`src/rtl/cv32e40px_x_disp_mt.sv`:
```
// cv32e40px X-interface dispatcher with multiple outstanding offloads.
// In-flight table feeds the scoreboard; commit follows issue by one cycle.
module cv32e40px_x_disp_mt #(
    parameter int unsigned ID_WIDTH    = 4,
    parameter int unsigned DEPTH       = 4,
    parameter int unsigned X_DUALWRITE = 0
) (
    input  logic                       clk_i,
    input  logic                       rst_i,
    input  logic                       issue_req_i,
    input  logic [4:0]                 issue_rd_i,
    input  logic [2:0][4:0]            rs_addr_i,
    input  logic [2:0]                 regs_used_i,
    input  logic                       id_ready_i,
    input  logic                       kill_i,
    input  logic                       ex_ready_i,
    output logic                       x_issue_valid_o,
    input  logic                       x_issue_ready_i,
    output logic [ID_WIDTH-1:0]        x_issue_req_id_o,
    input  logic                       x_issue_resp_accept_i,
    input  logic                       x_issue_resp_writeback_i,
    input  logic                       x_issue_resp_dualwrite_i,
    input  logic                       x_issue_resp_loadstore_i,
    output logic                       x_commit_valid_o,
    output logic [ID_WIDTH-1:0]        x_commit_id_o,
    output logic                       x_commit_commit_kill_o,
    input  logic                       x_mem_valid_i,
    output logic                       x_mem_ready_o,
    output logic                       x_mem_data_req_o,
    input  logic                       x_result_valid_i,
    output logic                       x_result_ready_o,
    input  logic [ID_WIDTH-1:0]        x_result_id_i,
    input  logic [4:0]                 x_result_rd_i,
    input  logic [X_DUALWRITE:0]       x_result_we_i,
    output logic                       x_stall_o,
    output logic                       x_illegal_insn_o,
    output logic                       protocol_err_o,
    output logic [$clog2(DEPTH+1)-1:0] outstanding_o
);

    localparam int unsigned IDX_W = (DEPTH > 1) ? $clog2(DEPTH) : 1;
    localparam int unsigned CNT_W = $clog2(DEPTH + 1);

    logic [DEPTH-1:0]    ent_valid_q;
    logic [ID_WIDTH-1:0] ent_id_q [DEPTH];
    logic [31:0]         ent_rd_q [DEPTH];
    logic [DEPTH-1:0]    ent_mem_q;

    logic [ID_WIDTH-1:0] id_q;
    logic                issued_q;
    logic                illegal_q;
    logic                err_q;
    logic                commit_valid_q;
    logic [ID_WIDTH-1:0] commit_id_q;
    logic [IDX_W-1:0]    commit_idx_q;

    logic [31:0]      scoreboard;
    logic [CNT_W-1:0] count;
    logic             dep;
    logic             waw;
    logic             full;
    logic             hs;
    logic             hs_acc;
    logic [IDX_W-1:0] alloc_idx;
    logic [31:0]      new_mask;
    logic [DEPTH-1:0] free_vec;
    logic             res_hit;

    always_comb begin
        scoreboard = '0;
        count      = '0;
        for (int i = 0; i < DEPTH; i++) begin
            if (ent_valid_q[i]) begin
                scoreboard = scoreboard | ent_rd_q[i];
            end
            count = count + CNT_W'(ent_valid_q[i]);
        end
    end

    always_comb begin
        dep = 1'b0;
        for (int i = 0; i < 3; i++) begin
            if (regs_used_i[i]) begin
                dep = dep | scoreboard[rs_addr_i[i]];
                if (X_DUALWRITE != 0) begin
                    dep = dep | scoreboard[{rs_addr_i[i][4:1], 1'b1}];
                end
            end
        end
    end

    assign waw  = (issue_rd_i != 5'd0) & scoreboard[issue_rd_i];
    assign full = (count == CNT_W'(DEPTH));

    assign x_issue_valid_o = issue_req_i & ~issued_q & ~dep & ~waw & ~full;
    assign hs              = x_issue_valid_o & x_issue_ready_i;
    assign hs_acc          = hs & x_issue_resp_accept_i;
    assign x_stall_o       = issue_req_i & ~issued_q & ~hs;

    // Lowest free slot; never used when full since issue is then blocked.
    always_comb begin
        alloc_idx = '0;
        for (int i = DEPTH - 1; i >= 0; i--) begin
            if (!ent_valid_q[i]) begin
                alloc_idx = IDX_W'(i);
            end
        end
    end

    always_comb begin
        new_mask = '0;
        if (x_issue_resp_writeback_i && (issue_rd_i != 5'd0)) begin
            new_mask[issue_rd_i] = 1'b1;
            if ((X_DUALWRITE != 0) && x_issue_resp_dualwrite_i) begin
                new_mask[{issue_rd_i[4:1], 1'b1}] = 1'b1;
            end
        end
    end

    // Kill and result can name the same entry; clearing twice is harmless.
    always_comb begin
        free_vec = '0;
        res_hit  = 1'b0;
        for (int i = 0; i < DEPTH; i++) begin
            if (x_result_valid_i && ent_valid_q[i] &&
                (ent_id_q[i] == x_result_id_i)) begin
                free_vec[i] = 1'b1;
                res_hit     = 1'b1;
            end
            if (commit_valid_q && kill_i && (commit_idx_q == IDX_W'(i))) begin
                free_vec[i] = 1'b1;
            end
        end
    end

    always_ff @(posedge clk_i) begin
        if (rst_i) begin
            ent_valid_q <= '0;
            ent_mem_q   <= '0;
            for (int i = 0; i < DEPTH; i++) begin
                ent_id_q[i] <= '0;
                ent_rd_q[i] <= '0;
            end
        end else begin
            for (int i = 0; i < DEPTH; i++) begin
                if (free_vec[i]) begin
                    ent_valid_q[i] <= 1'b0;
                end
            end
            if (hs_acc) begin
                ent_valid_q[alloc_idx] <= 1'b1;
                ent_id_q[alloc_idx]    <= id_q;
                ent_rd_q[alloc_idx]    <= new_mask;
                ent_mem_q[alloc_idx]   <= x_issue_resp_loadstore_i;
            end
        end
    end

    always_ff @(posedge clk_i) begin
        if (rst_i) begin
            id_q           <= '0;
            issued_q       <= 1'b0;
            illegal_q      <= 1'b0;
            err_q          <= 1'b0;
            commit_valid_q <= 1'b0;
            commit_id_q    <= '0;
            commit_idx_q   <= '0;
        end else begin
            if (id_ready_i) begin
                issued_q <= 1'b0;
            end else if (hs) begin
                issued_q <= 1'b1;
            end
            illegal_q      <= hs & ~x_issue_resp_accept_i;
            err_q          <= x_result_valid_i & ~res_hit;
            commit_valid_q <= hs_acc;
            if (hs_acc) begin
                id_q         <= id_q + ID_WIDTH'(1);
                commit_id_q  <= id_q;
                commit_idx_q <= alloc_idx;
            end
        end
    end

    assign x_issue_req_id_o       = id_q;
    assign x_commit_valid_o       = commit_valid_q;
    assign x_commit_id_o          = commit_id_q;
    assign x_commit_commit_kill_o = commit_valid_q & kill_i;
    assign x_illegal_insn_o       = illegal_q;
    assign protocol_err_o         = err_q;
    assign outstanding_o          = count;
    assign x_result_ready_o       = 1'b1;
    assign x_mem_ready_o          = ex_ready_i;
    assign x_mem_data_req_o       = x_mem_valid_i & ex_ready_i;

    logic unused_sigs;
    assign unused_sigs = ^{x_result_rd_i, x_result_we_i, ent_mem_q};

endmodule

```
`config.mk`:
```
export PLATFORM = sky130hd
export DESIGN_NAME = cv32e40px_x_disp_mt
export DESIGN_NICKNAME = d
export VERILOG_FILES = /design/src/rtl/cv32e40px_x_disp_mt.sv
export SDC_FILE = /design/constraint.sdc
export NUM_CORES = 1
export LEC_CHECK = 0
export ABC_CLOCK_PERIOD_IN_PS = 14890
export CORE_MARGIN = 3
export CORE_UTILIZATION = 30
export DETAILED_ROUTE_END_ITERATION = 12
export GPL_ROUTABILITY_DRIVEN = 0
export SETUP_SLACK_MARGIN = 0.2
export SLEW_MARGIN = 20
export SYNTH_ARGS = -nofsm -noshare
export SYNTH_HDL_FRONTEND = slang
export SYNTH_SLANG_ARGS = --single-unit
```
`constraint.sdc`:
```
create_clock -name clk_i -period 14.89 [get_ports clk_i]
set_input_delay 2.2335 -clock clk_i [delete_from_list [all_inputs] [get_ports clk_i]]
set_output_delay 2.2335 -clock clk_i [all_outputs]
set_load 0.05 [all_outputs]
```
==> flow_summary.ini <==
[synth]
netlist_instances = 811
synth_flop_cell = edfxtp_1
synth_edf_count = 144
synth_top_cell_by_area = edfxtp_1
async_flop_share_pct = 0
synth_top_cell_area_share_pct = 49.6
synth_area_leaders = edfxtp_1 50%, and2_1 8.0%, a22oi_1 5.2%
synth.distinct_cells = 70
synthesis.area_um2 = 8710
yosysSeqAreaShare_pct = 53.8
yosys_warnings = 0
postSynthAreaPerCell_um2 = 10.7
synth_seq_cells = 162

[cells_and_area]
layout_common_cells = 144 x edfxtp_1, 111 x and2_1, 60 x a22oi_1, 56 x clkdlybuf4s50_1, 54 x nor2_1
syn_to_final_growth_pct = 16.5
drive_above_1_share_pct = 8.10
layout.nets = 889
mostFrequentLayoutCell = edfxtp_1
diodes = 0

[routing]
via_count = 6968
drtIter0Drc = 849
via_per_inst = 5.67
finalWirelength_mm = 25.8
drc_errors = 0
detail_route.wl_per_cell_um = 21.0
first_pass_iters = 5
drtAntennaViolNets = 0

[placement]
hpwl_mm = 16.6
portBuffers = 56
pre_cts_ws_ps = 6610

[grt]
grt.total_usage_pct = 16.6
grt_pass1_vias = 6798
grt_pass1_wl_mm = 40.2
grt_max_degree = 41
grt_antenna_before_repair = 0
grt_overflow = 0

[power_and_ir_drop]
sw_frac_of_total_pct = 25.9
power_mw = 1.05
p_sw_mw = 0.272
p_comb_share_pct = 9.6
power.density_nw_per_um2 = 103
clockPowerShare_pct = 41.4
seq_power_share_pct = 49.0
leakage_nw = 3.52
vdd_drop_max_v = 0.0000621
p_int_mw = 0.778

[sta]
slew_viol_final = 0
tns_ps = 0
hold_viol = 0
hold_slack_ps = 460
clock_skew_ps = 14.0
fin_crit_ps = 8320
post-route-period-util_pct = 55.9
worst_slack_ps = 6570
slew_headroom_pct = 30.6
fmax_mhz = 120
worst_slew_pin_slew_ps = 1040
grt_setup_unrepaired = false
setup-violations-final = 0

[critical_path]
cp_cell_sequence = clkdlybuf4s50_1 > nand2b_1 > o221ai_1 > o221ai_1 > o21ai_0 > o211ai_2 > nor2_1 > clkdlybuf4s50_1
reg2reg_depth = 11
cpPeakStageDelay_ps = 780
cp-end-kind = output port
path_buf_inv = 2
cp_slowest_cell = nand2b_1
rrSetupSlack_ps = 9050
rr_startpoint = ent_valid_q[3]$_SDFF_PP0_
cp.required_ps = 12660
r2r-end = ent_rd_q[3][16]$_DFFE_PP_
crit_family = buffers and inverters
cp.arrival_ps = 6080
crit_type = in -> out
critPathMaxFanout = 17
startpoint_type = input pin

[worst_hold_path]
whs_path_depth = 2
hold_start = x_commit_id_o[3]$_SDFFE_PP0N_
hp-class = reg -> reg
min_to = x_commit_id_o[3]$_SDFFE_PP0N_

[die]
io_pins = 66
fp-row-count = 61
die_h_um = 176
start_util_pct = 30.9
die_w_um = 176
core_um2 = 28200
dieArea_um2 = 31100

[clock_tree]
ctsHoldBuffers = 0
cts_tree = done
numCtsBuffers = 17
htree_levels = 4
clock_tree.root_cell = clkbuf_16
cts.sinks = 162
cts_setup_buffers = 0
cts_resized = 0
clock_latency_ps = 430
path_clk_slew_ps = 70
clk_path_buf_depth = 2

[status]
status = finished, final reports clean

[run]
maxCapViolCount = 0
==> worst reg2reg max path: cells and delay by family (launching register included) <==
| kind | cells | cell delay, ps |
|---|---|---|
| AO/OA/AOI/OAI | 5 | 2460 |
| adder cells (fa/ha/maj) | 3 | 1060 |
| flip-flops | 1 | 830 |
| AND/OR/NAND/NOR | 3 | 1090 |
==> synthesized netlist by cell type (all sizes together), types with 18 or more instances <==
| library cell | number |
|---|---|
| edfxtp | 144 |
| inv | 23 |
| nand2 | 53 |
| and2 | 111 |
| dfxtp | 18 |
| o211ai | 23 |
| a21oi | 18 |
| nor2 | 54 |
| a22oi | 61 |
| clkbuf | 38 |
| buf | 25 |
| nand3 | 51 |
| nor4 | 35 |
==> logic make-up after synthesis <==
kind of cell	count (synthesis)	synth area share, %
and+or+nand+nor	360	22.6
AOI/OAI and AO/OA	182	15.9
DFF	162	53.8
buffers and inverters	86	4.57
muxes	11	2.00
adders and majority gates	4	0.661
xor gates and xnor gates	4	0.402
other	2	0.0862
==> power by group through the flow <==
| stage | logic (mW) | registers (mW) | clock network [mW] |
|---|---|---|---|
| floorplan | 0.0588 | 0.525 | 0 |
| global placement | 0.0990 | 0.524 | 0 |
| detailed placement | 0.0992 | 0.524 | 0 |
| CTS | 0.0997 | 0.514 | 0.440 |
| global route | 0.108 | 0.516 | 0.460 |
| finish | 0.101 | 0.514 | 0.435 |
==> worst max path at each step <==
stage | from | end | slack [ps] | cells past startpoint
4_1_cts | issue_rd_i[1] | x_issue_valid_o | 6590 | 8
3_3_place_gp | issue_rd_i[1] | x_issue_valid_o | 6620 | 8
6_report | issue_rd_i[1] | x_issue_valid_o | 6570 | 8
3_5_place_dp | issue_rd_i[1] | x_issue_valid_o | 6610 | 8
2_1_floorplan | rs_addr_i[10] | ent_id_q[2][0]$_SDFFCE_PN0P_ | 7630 | 8
5_1_grt | issue_rd_i[1] | x_issue_valid_o | 6380 | 8
==> metrics by stage <==
| step | std cells | cell area [um2] | utilization [%] |
|---|---|---|---|
| 2_1_floorplan | 814 | 8720 | - |
| 3_3_place_gp | 1198 | 9560 | 33.9 |
| 3_5_place_dp | 1198 | 9560 | 33.9 |
| 4_1_cts | 1230 | 10200 | 35.9 |
| 5_1_grt | 1230 | 10200 | 36.0 |
| 6_report | 1230 | 10200 | 36.0 |
==> cell type report <==
cell class,instances,area (um2)
Fill cell,2796,18100
Clock inverter,13,114
Inverter,23,86.3
Clock buffer,19,475
Multi-Input combinational cell,566,3660
Timing Repair Buffer,69,658
Tap cell,378,473
Sequential cell,162,4690
==> state kept, by name, indices dropped and copies added, names as in the netlist, 2 cells and up <==
register,count
ent_valid_q,4
x_issue_req_id_o,4
x_commit_id_o,4
commit_idx_q,2
ent_id_q,16
ent_rd_q,128
==> layer usage <==
metal	global-route usage [%]	part of all wire (%)	vias to the layer above
met5	0	0	-
met1	24.6	47	3430
li1	-	-	3153
met3	4.04	8.0	41
met4	3.60	1.5	0
met2	24.8	43	344
Power figures use the tool's default switching activity.
